File: src/rtl/bram_stream_reader.sv
// Read-side sequencer for the packet bram: reads a burst of consecutive words and
// streams them out over valid/ready, with a 2-entry skid FIFO hiding the read latency.
module bram_stream_reader #(
    parameter int ADDR_WIDTH = 8,
    parameter int DATA_WIDTH = 64
) (
    input  logic                  i_clk,
    input  logic                  i_reset_n,
    input  logic                  i_start,
    input  logic [ADDR_WIDTH-1:0] i_base_addr,
    input  logic [ADDR_WIDTH:0]   i_word_count,
    output logic                  o_busy,
    output logic [ADDR_WIDTH-1:0] o_ram_addr,
    input  logic [DATA_WIDTH-1:0] i_ram_data,
    output logic                  o_valid,
    output logic [DATA_WIDTH-1:0] o_data,
    output logic                  o_last,
    input  logic                  i_ready,
    output logic                  o_done
);

    typedef enum logic [1:0] {S_IDLE, S_RUN, S_DONE} state_t;

    localparam logic [ADDR_WIDTH-1:0] ADDR_ONE = 1;
    localparam logic [ADDR_WIDTH:0]   CNT_ONE  = 1;
    localparam logic [ADDR_WIDTH:0]   CNT_ZERO = 0;

    state_t                  r_state;
    state_t                  w_state_nxt;
    logic [ADDR_WIDTH-1:0]   r_addr;
    logic [ADDR_WIDTH:0]     r_count;
    logic [ADDR_WIDTH:0]     r_issued;
    logic                    r_pending_p1;
    logic                    r_pend_last_p1;
    logic [DATA_WIDTH-1:0]   r_mem [0:1];
    logic [1:0]              r_last_mem;
    logic                    r_wr_ptr;
    logic                    r_rd_ptr;
    logic [1:0]              r_fifo_cnt;

    logic                    w_pop;
    logic                    w_issue;
    logic                    w_last_hs;
    logic [2:0]              w_occ;

    // Occupancy counts the in-flight read so the FIFO can never overflow.
    always_comb begin
        w_pop     = (r_fifo_cnt != 2'd0) && i_ready;
        w_occ     = {1'b0, r_fifo_cnt} + {2'b00, r_pending_p1};
        w_issue   = (r_state == S_RUN) && (r_issued < r_count) &&
                    ((w_occ - {2'b00, w_pop}) < 3'd2);
        w_last_hs = w_pop && r_last_mem[r_rd_ptr];
    end

    always_comb begin
        w_state_nxt = r_state;
        case (r_state)
            S_IDLE: begin
                if (i_start) begin
                    w_state_nxt = (i_word_count == CNT_ZERO) ? S_DONE : S_RUN;
                end
            end
            S_RUN: begin
                if (w_last_hs) begin
                    w_state_nxt = S_DONE;
                end
            end
            S_DONE:  w_state_nxt = S_IDLE;
            default: w_state_nxt = S_IDLE;
        endcase
    end

    always_ff @(posedge i_clk) begin
        if (!i_reset_n) begin
            r_state        <= S_IDLE;
            r_addr         <= '0;
            r_count        <= '0;
            r_issued       <= '0;
            r_pending_p1   <= 1'b0;
            r_pend_last_p1 <= 1'b0;
            r_last_mem     <= 2'b00;
            r_wr_ptr       <= 1'b0;
            r_rd_ptr       <= 1'b0;
            r_fifo_cnt     <= 2'd0;
            for (int i = 0; i < 2; i++) begin
                r_mem[i] <= '0;
            end
        end else begin
            r_state <= w_state_nxt;
            if (r_state == S_IDLE && i_start) begin
                r_addr   <= i_base_addr;
                r_count  <= i_word_count;
                r_issued <= '0;
            end else if (w_issue) begin
                r_addr   <= r_addr + ADDR_ONE;
                r_issued <= r_issued + CNT_ONE;
            end
            // Read stage: bram data for the read issued last cycle arrives now.
            r_pending_p1   <= w_issue;
            r_pend_last_p1 <= w_issue && (r_issued == (r_count - CNT_ONE));
            if (r_pending_p1) begin
                r_mem[r_wr_ptr]      <= i_ram_data;
                r_last_mem[r_wr_ptr] <= r_pend_last_p1;
                r_wr_ptr             <= ~r_wr_ptr;
            end
            if (w_pop) begin
                r_rd_ptr <= ~r_rd_ptr;
            end
            r_fifo_cnt <= r_fifo_cnt + {1'b0, r_pending_p1} - {1'b0, w_pop};
        end
    end

    assign o_busy     = (r_state == S_RUN);
    assign o_done     = (r_state == S_DONE);
    assign o_ram_addr = r_addr;
    assign o_valid    = (r_fifo_cnt != 2'd0);
    assign o_data     = r_mem[r_rd_ptr];
    assign o_last     = o_valid && r_last_mem[r_rd_ptr];

endmodule
File: config.mk
export PLATFORM = sky130hd
export DESIGN_NAME = bram_stream_reader
export DESIGN_NICKNAME = d
export VERILOG_FILES = /design/src/rtl/bram_stream_reader.sv
export SDC_FILE = /design/constraint.sdc
export NUM_CORES = 1
export LEC_CHECK = 0
export CORE_ASPECT_RATIO = 0.9
export CORE_MARGIN = 4
export CORE_UTILIZATION = 40
export CTS_CLUSTER_SIZE = 30
export DETAILED_ROUTE_END_ITERATION = 16
export MAX_ROUTING_LAYER = met4
export PLACE_DENSITY = 0.74
export SYNTH_ARGS = -nofsm -noshare
export SYNTH_HDL_FRONTEND = slang
export SYNTH_SLANG_ARGS = --single-unit
File: constraint.sdc
create_clock -name i_clk -period 3.4 [get_ports i_clk]
set_clock_uncertainty 0.2 [all_clocks]
set_input_delay 0.68 -clock i_clk [delete_from_list [all_inputs] [get_ports i_clk]]
set_output_delay 0.68 -clock i_clk [all_outputs]
set_load 0.02 [all_outputs]
---- Word level (Yosys, flattened, before mapping) ----
Memories as Yosys holds them, arrays and structs flattened. A register that Yosys moved wholly into a read port is not among the register bits.
Index checks and enable logic that the tools add are counted.
storage, ports and cells
  bits in latches ......................... 0
  flip-flop bits (word level) ............. 36
  input port bits ......................... 85
  word-level logic and storage cells ...... 66
  memories ................................ 1
  bits in read-only memories .............. 0
  memory bits (writable) .................. 128
operators by class
  multiply operators ...................... 0
  $add $sub $neg .......................... 7
  multiplexer cells ....................... 20
  reduce and logical (&&, ||, !) cells .... 15
  div/mod/pow operators ................... 0
  magnitude comparators ................... 5
  bitwise gates (word level) .............. 3
  shift operators ......................... 0
  equal/unequal tests ..................... 5
memories
  name   depth  bits a word  read ports  clocked after memory_dff  write ports  RTL line  RTL
  r_mem  2      64           1           1                         2            35        logic [DATA_WIDTH-1:0] r_mem [0:1];
operators by type and width
  operator                                                                       count
  64-bit two-way mux                                                             1
  64-bit OR reduction                                                            1
  8-bit two-way mux                                                              2
  1-bit two-way mux                                                              11
  9-bit by 1-bit adder with 9-bit output (second input constant)                 1
  9-bit equality test                                                            1
  9-bit zero test                                                                1
  9-bit less-than comparator                                                     1
  9-bit by 1-bit subtractor with 9-bit output (second input constant)            1
  8-bit by 1-bit adder with 8-bit output (second input constant)                 1
  1-bit logical AND                                                              8
  2-bit two-way mux                                                              3
  1-bit by 2-bit less-than comparator with 1-bit output (second input constant)  2
  2-bit one-hot mux with 2 select lines                                          1
  2-bit nonzero test                                                             2
  2-bit by 1-bit adder with 3-bit output                                         1
  3-bit by 2-bit less-than comparator with 1-bit output (second input constant)  1
  1-bit NOT                                                                      3
  3-bit by 1-bit subtractor with 3-bit output                                    1
  2-bit by 1-bit adder with 2-bit output                                         1
  2-bit bitwise mux                                                              1
  2-bit by 1-bit equality test with 1-bit output (second input constant)         1
  2-bit equality test (second input constant)                                    1
  2-bit zero test                                                                1
  other kinds (7)                                                                7

---- Logic depth before layout (Yosys ltp) ----
  depth in word-level cells ............... 7
  gate-level depth with buffers ........... 14
  mapped depth without buffers ............ 14

---- Least setup slack after synthesis ----
No wires, ideal clock.
  kind .................................... input -> register
  start ................................... in i_ready
  end ..................................... reg r_addr[5], in the netlist o_ram_addr[5]
  arrival time ............................ 2,967 ps
  slack ................................... 153 ps
  stages on the path ...................... 11
  cells stage by stage .................... nand2_1 -> inv_1 -> ha_1 -> inv_1 -> ha_1 -> fa_1 -> a211oi_1 -> nand3_1 -> or4_4 -> xor2_1 -> a211oi_2
on the way
  word-level cells in the longest chain between the ends .. 5
ends and longest elaborated chain
  what                                                   RTL line  RTL
  from (decl)                                            18        input logic i_ready,
  1-bit logical AND                                      48        w_pop = (r_fifo_cnt != 2'd0) && i_ready;
  named net w_pop                                        41        logic w_pop;
  3-bit by 1-bit subtractor with 3-bit output            51        ((w_occ - {2'b00, w_pop}) < 3'd2);
  3-bit by 2-bit less-than comparator with 1-bit output  51
  1-bit logical AND                                      50        w_issue = (r_state == S_RUN) && (r_issued < r_count) &&
  2-bit nonzero test (no source line)                    -
  to (signal assigned)                                   91        r_addr <= i_base_addr;
  to (signal assigned)                                   95        r_addr <= r_addr + ADDR_ONE;
  to (decl)                                              30        logic [ADDR_WIDTH-1:0] r_addr;
The timed path passes the listed nets, and every way through them passes these cells.
A chain may end at the register's enable or synchronous reset.

---- Worst setup path in the final report ----
Ends and elaborated chain as after synthesis.

==> results.toml <==
[floorplan]
die_w_um = 152.7
die_area_um2 = 21120
die_h_um = 138.3
core_um2 = 18470
io_pins = 161
rows = 47
start_util = 0.4085

[power]
power_mw = 6.212
worst_ir_drop_vdd_mv = 0.3790
p_leak_nw = 3.731
power_density_nw_per_um2 = 613.0

[layout]
utilization = 0.5488
synthToLayoutAreaGrowth_pct = 34.36
diodes = 0
instances_no_fill = 1030
drive_above_1_share = 0.1669
final_area_um2 = 10130
fill_cells = 1551
final_nets = 872

[grt]
grt_usage = 0.1685
gr-usage-met3 = 0.04719
grt_pass1_wl_um = 27450
met1_usage = 0.2217
grt_util_met2 = 0.2615
grt-busiest-layer = "met2"
grt_pass1_vias = 5208
antenna_found_initial = 0
grt_max_degree = 40
overflow = 0

[drt]
routed_wl_um = 16960
num_vias = 5105
wire_per_inst_um = 16.46
drt_iter0_drc = 250
viasPerCell = 4.956
dr.pass1.iters = 4
drc = 0
ant_nets = 0

[setup_path]
r2r_start = "r_fifo_cnt[1]"
reg2reg_slack_ps = 230
start_kind = "input pin"
r2r_cells = 13
worstPathArrival_ps = 3470
worstSetupPathType = "input pin to register"
slowest_delay_ps = 570
path_depth = 12
critPathSlowestCell = "or4_4"
required_ps = 3550
cp_top_family = "adder cells"
crit_chain = "clkdlybuf4s50_1 -> nand2_2 -> inv_1 -> ha_1 -> inv_1 -> ha_1 -> fa_1 -> a211oi_2 -> nand3_2 -> or4_4 -> xor2_1 -> a211oi_2"
worst-path-buf-inv = 3
cp-end-kind = "register"
path_max_fanout = 4
r2r_end = "o_ram_addr[5]"

[placement]
gp_congestion = 0.8700
place_ws_ps = -446.8
hpwl_um = 11590
place_area_um2 = 9527
port_buffers = 160
dp_cells = 998

[cts]
postCtsSetupBuffers = 0
cts-root-buf = "clkbuf_16"
cts_tree = "yes"
clk_path_buf_depth = 2
htree_levels = 4
cts_made_buffers = 17
clock_latency_ps = 420
cts.sinks = 165
path_clk_slew_ps = 70

[timing]
timing.final.crit_share = 0.9777
worstMarginPinSlew_ps = 897.4
drv_slew = 0
finalSetupViolCount = 0
min_period_ps = 3324
layout_setup_ws_ps = 75.82
finalHoldViolations = 0
maxSlewHeadroom = 0.3990
max_freq_mhz = 300.8

[logic_synthesis]
synth-edff-count = 128
yosysWarnings = 0
ys_ff_latch = 165
async_reset_ff_frac = 0
ys_seq_area_frac = 0.6078
syn_nets = 704
syn_area_um2 = 7542
synth_flop_cell = "edfxtp_1"
syn_avg_cell_area_um2 = 12.49
syn_inst = 604
yosysUniqueCellTypes = 40

[job]
drv_cap = 0

[worst_hold_path]
hold_path.class = "register to register"
holdPathEnd = "r_state[1]"
hold_start = "r_state[1]"
whs_path_depth = 1

[status]
status = "complete, no violations"
[cells in the final DEF, fill, tap and decap left out, types with 2 or more instances in the layout]
| cell type | Yosys | final |
|---|---|---|
| a211oi_1 | 3 | 2 |
| a211oi_2 | 1 | 2 |
| a21oi_1 | 19 | 19 |
| a31oi_1 | 2 | 2 |
| a32o_1 | 3 | 3 |
| and2_1 | 131 | 131 |
| buf_12 | 0 | 2 |
| buf_4 | 0 | 19 |
| clkbuf_16 | 0 | 17 |
| clkdlybuf4s50_1 | 0 | 160 |
| clkinvlp_4 | 0 | 3 |
| dfxtp_1 | 37 | 36 |
| edfxtp_1 | 128 | 128 |
| ha_1 | 14 | 14 |
| inv_1 | 17 | 17 |
| inv_6 | 0 | 6 |
| inv_8 | 0 | 3 |
| mux2_2 | 64 | 64 |
| mux2i_1 | 2 | 2 |
| nand2_1 | 38 | 35 |
| nand2_2 | 0 | 3 |
| nand2b_1 | 2 | 2 |
| nand3_1 | 11 | 10 |
| nand4_1 | 3 | 3 |
| nor2_1 | 24 | 22 |
| nor2b_1 | 2 | 2 |
| nor3_1 | 7 | 7 |
| nor4_1 | 12 | 11 |
| o21a_1 | 2 | 2 |
| o21ai_0 | 8 | 8 |
| xnor2_1 | 22 | 22 |
| xor2_1 | 5 | 5 |
[layer usage]
metal	routed length (µm)	vias up	part of all wire
met5	0	-	0
met1	7919	2475	0.47
li1	-	2460	-
met3	892	17	0.053
met4	157	0	0.0093
met2	7988	153	0.47
[power by group]
group,switching [mW],leakage (nW),internal [mW]
registers,0.106,1.63,2.37
logic,0.903,1.82,0.931
clock network,0.859,0.280,1.04
[synthesized netlist by cell type (all sizes together) (2+ instances only)]
cell | n | area, µm²
nand2 | 38 | 142.6
dfxtp | 37 | 740.7
mux2 | 64 | 720.7
nor3 | 7 | 35.03
a31oi | 2 | 12.51
o21ai | 8 | 40.04
nor4 | 12 | 75.07
nand2b | 2 | 12.51
a32o | 3 | 30.03
nor2 | 24 | 90.09
nor2b | 2 | 12.51
xnor2 | 22 | 192.7
and2 | 131 | 819.5
clkbuf | 31 | 116.4
o21a | 2 | 15.01
a211oi | 4 | 35.03
ha | 14 | 175.2
and3 | 2 | 12.51
or4 | 2 | 18.77
nand3 | 11 | 55.05
a21oi | 19 | 95.09
o31ai | 2 | 20.02
xor2 | 5 | 43.79
mux2i | 2 | 20.02
edfxtp | 128 | 3844
nand4 | 3 | 18.77
inv | 17 | 63.81
[area by class of cell]
cell class | count | area [µm²] | share of cell area
Sequential cell | 165 | 4586 | 0.4525
Multi-Input combinational cell | 389 | 2804 | 0.2767
Timing Repair Buffer | 181 | 1784 | 0.1761
Clock buffer | 17 | 425.4 | 0.04198
Tap cell | 245 | 306.5 | 0.03025
Clock inverter | 15 | 160.2 | 0.01580
Inverter | 18 | 67.56 | 0.006667
[per-stage QoR]
| stage | hold WS (ps) | TNS (ps) |
|---|---|---|
| after global placement | 267.0 | -3818 |
| final | 274.8 | 0 |
| after global routing | 291.0 | -16.12 |
| after detailed placement | 264.1 | -4575 |
| after floorplan | 229.2 | 0 |
| after CTS | 276.7 | 0 |
[repair_timing]
action,in CTS,in global routing
hold buffers,0,0
endpoints found under the setup margin,0,7
gates resized for setup,0,5
[registers in the layout, indices dropped and copies added, names as in the netlist, named ones only]
signal / count
o_ram_addr: 8
r_pend_last_p1: 1
r_mem: 128
r_issued: 9
r_count: 9
r_wr_ptr: 1
r_last_mem: 2
r_state: 2
r_pending_p1: 1
r_rd_ptr: 1
r_fifo_cnt: 2
[cells by family after synthesis]
family,after synthesis,synth area share
AOI/OAI and AO/OA,44,0.03733
DFF,165,0.6078
and+or+nand+nor,237,0.1744
adders and majority gates,15,0.02588
xor gates and xnor gates,27,0.03135
buffers and inverters,50,0.02505
muxes,66,0.09821
[worst max-delay path by stage]
stage          startpoint       endpoint  slack, ps
6_report          i_ready  o_ram_addr[5]         80
5_1_grt           i_ready  o_ram_addr[5]        -20
4_1_cts           i_ready  o_ram_addr[5]         10
3_5_place_dp      i_ready  o_ram_addr[5]       -450
3_3_place_gp      i_ready  o_ram_addr[5]       -410
2_1_floorplan     i_ready  o_ram_addr[5]        150
No activity file was read; power rests on OpenSTA's default activity.
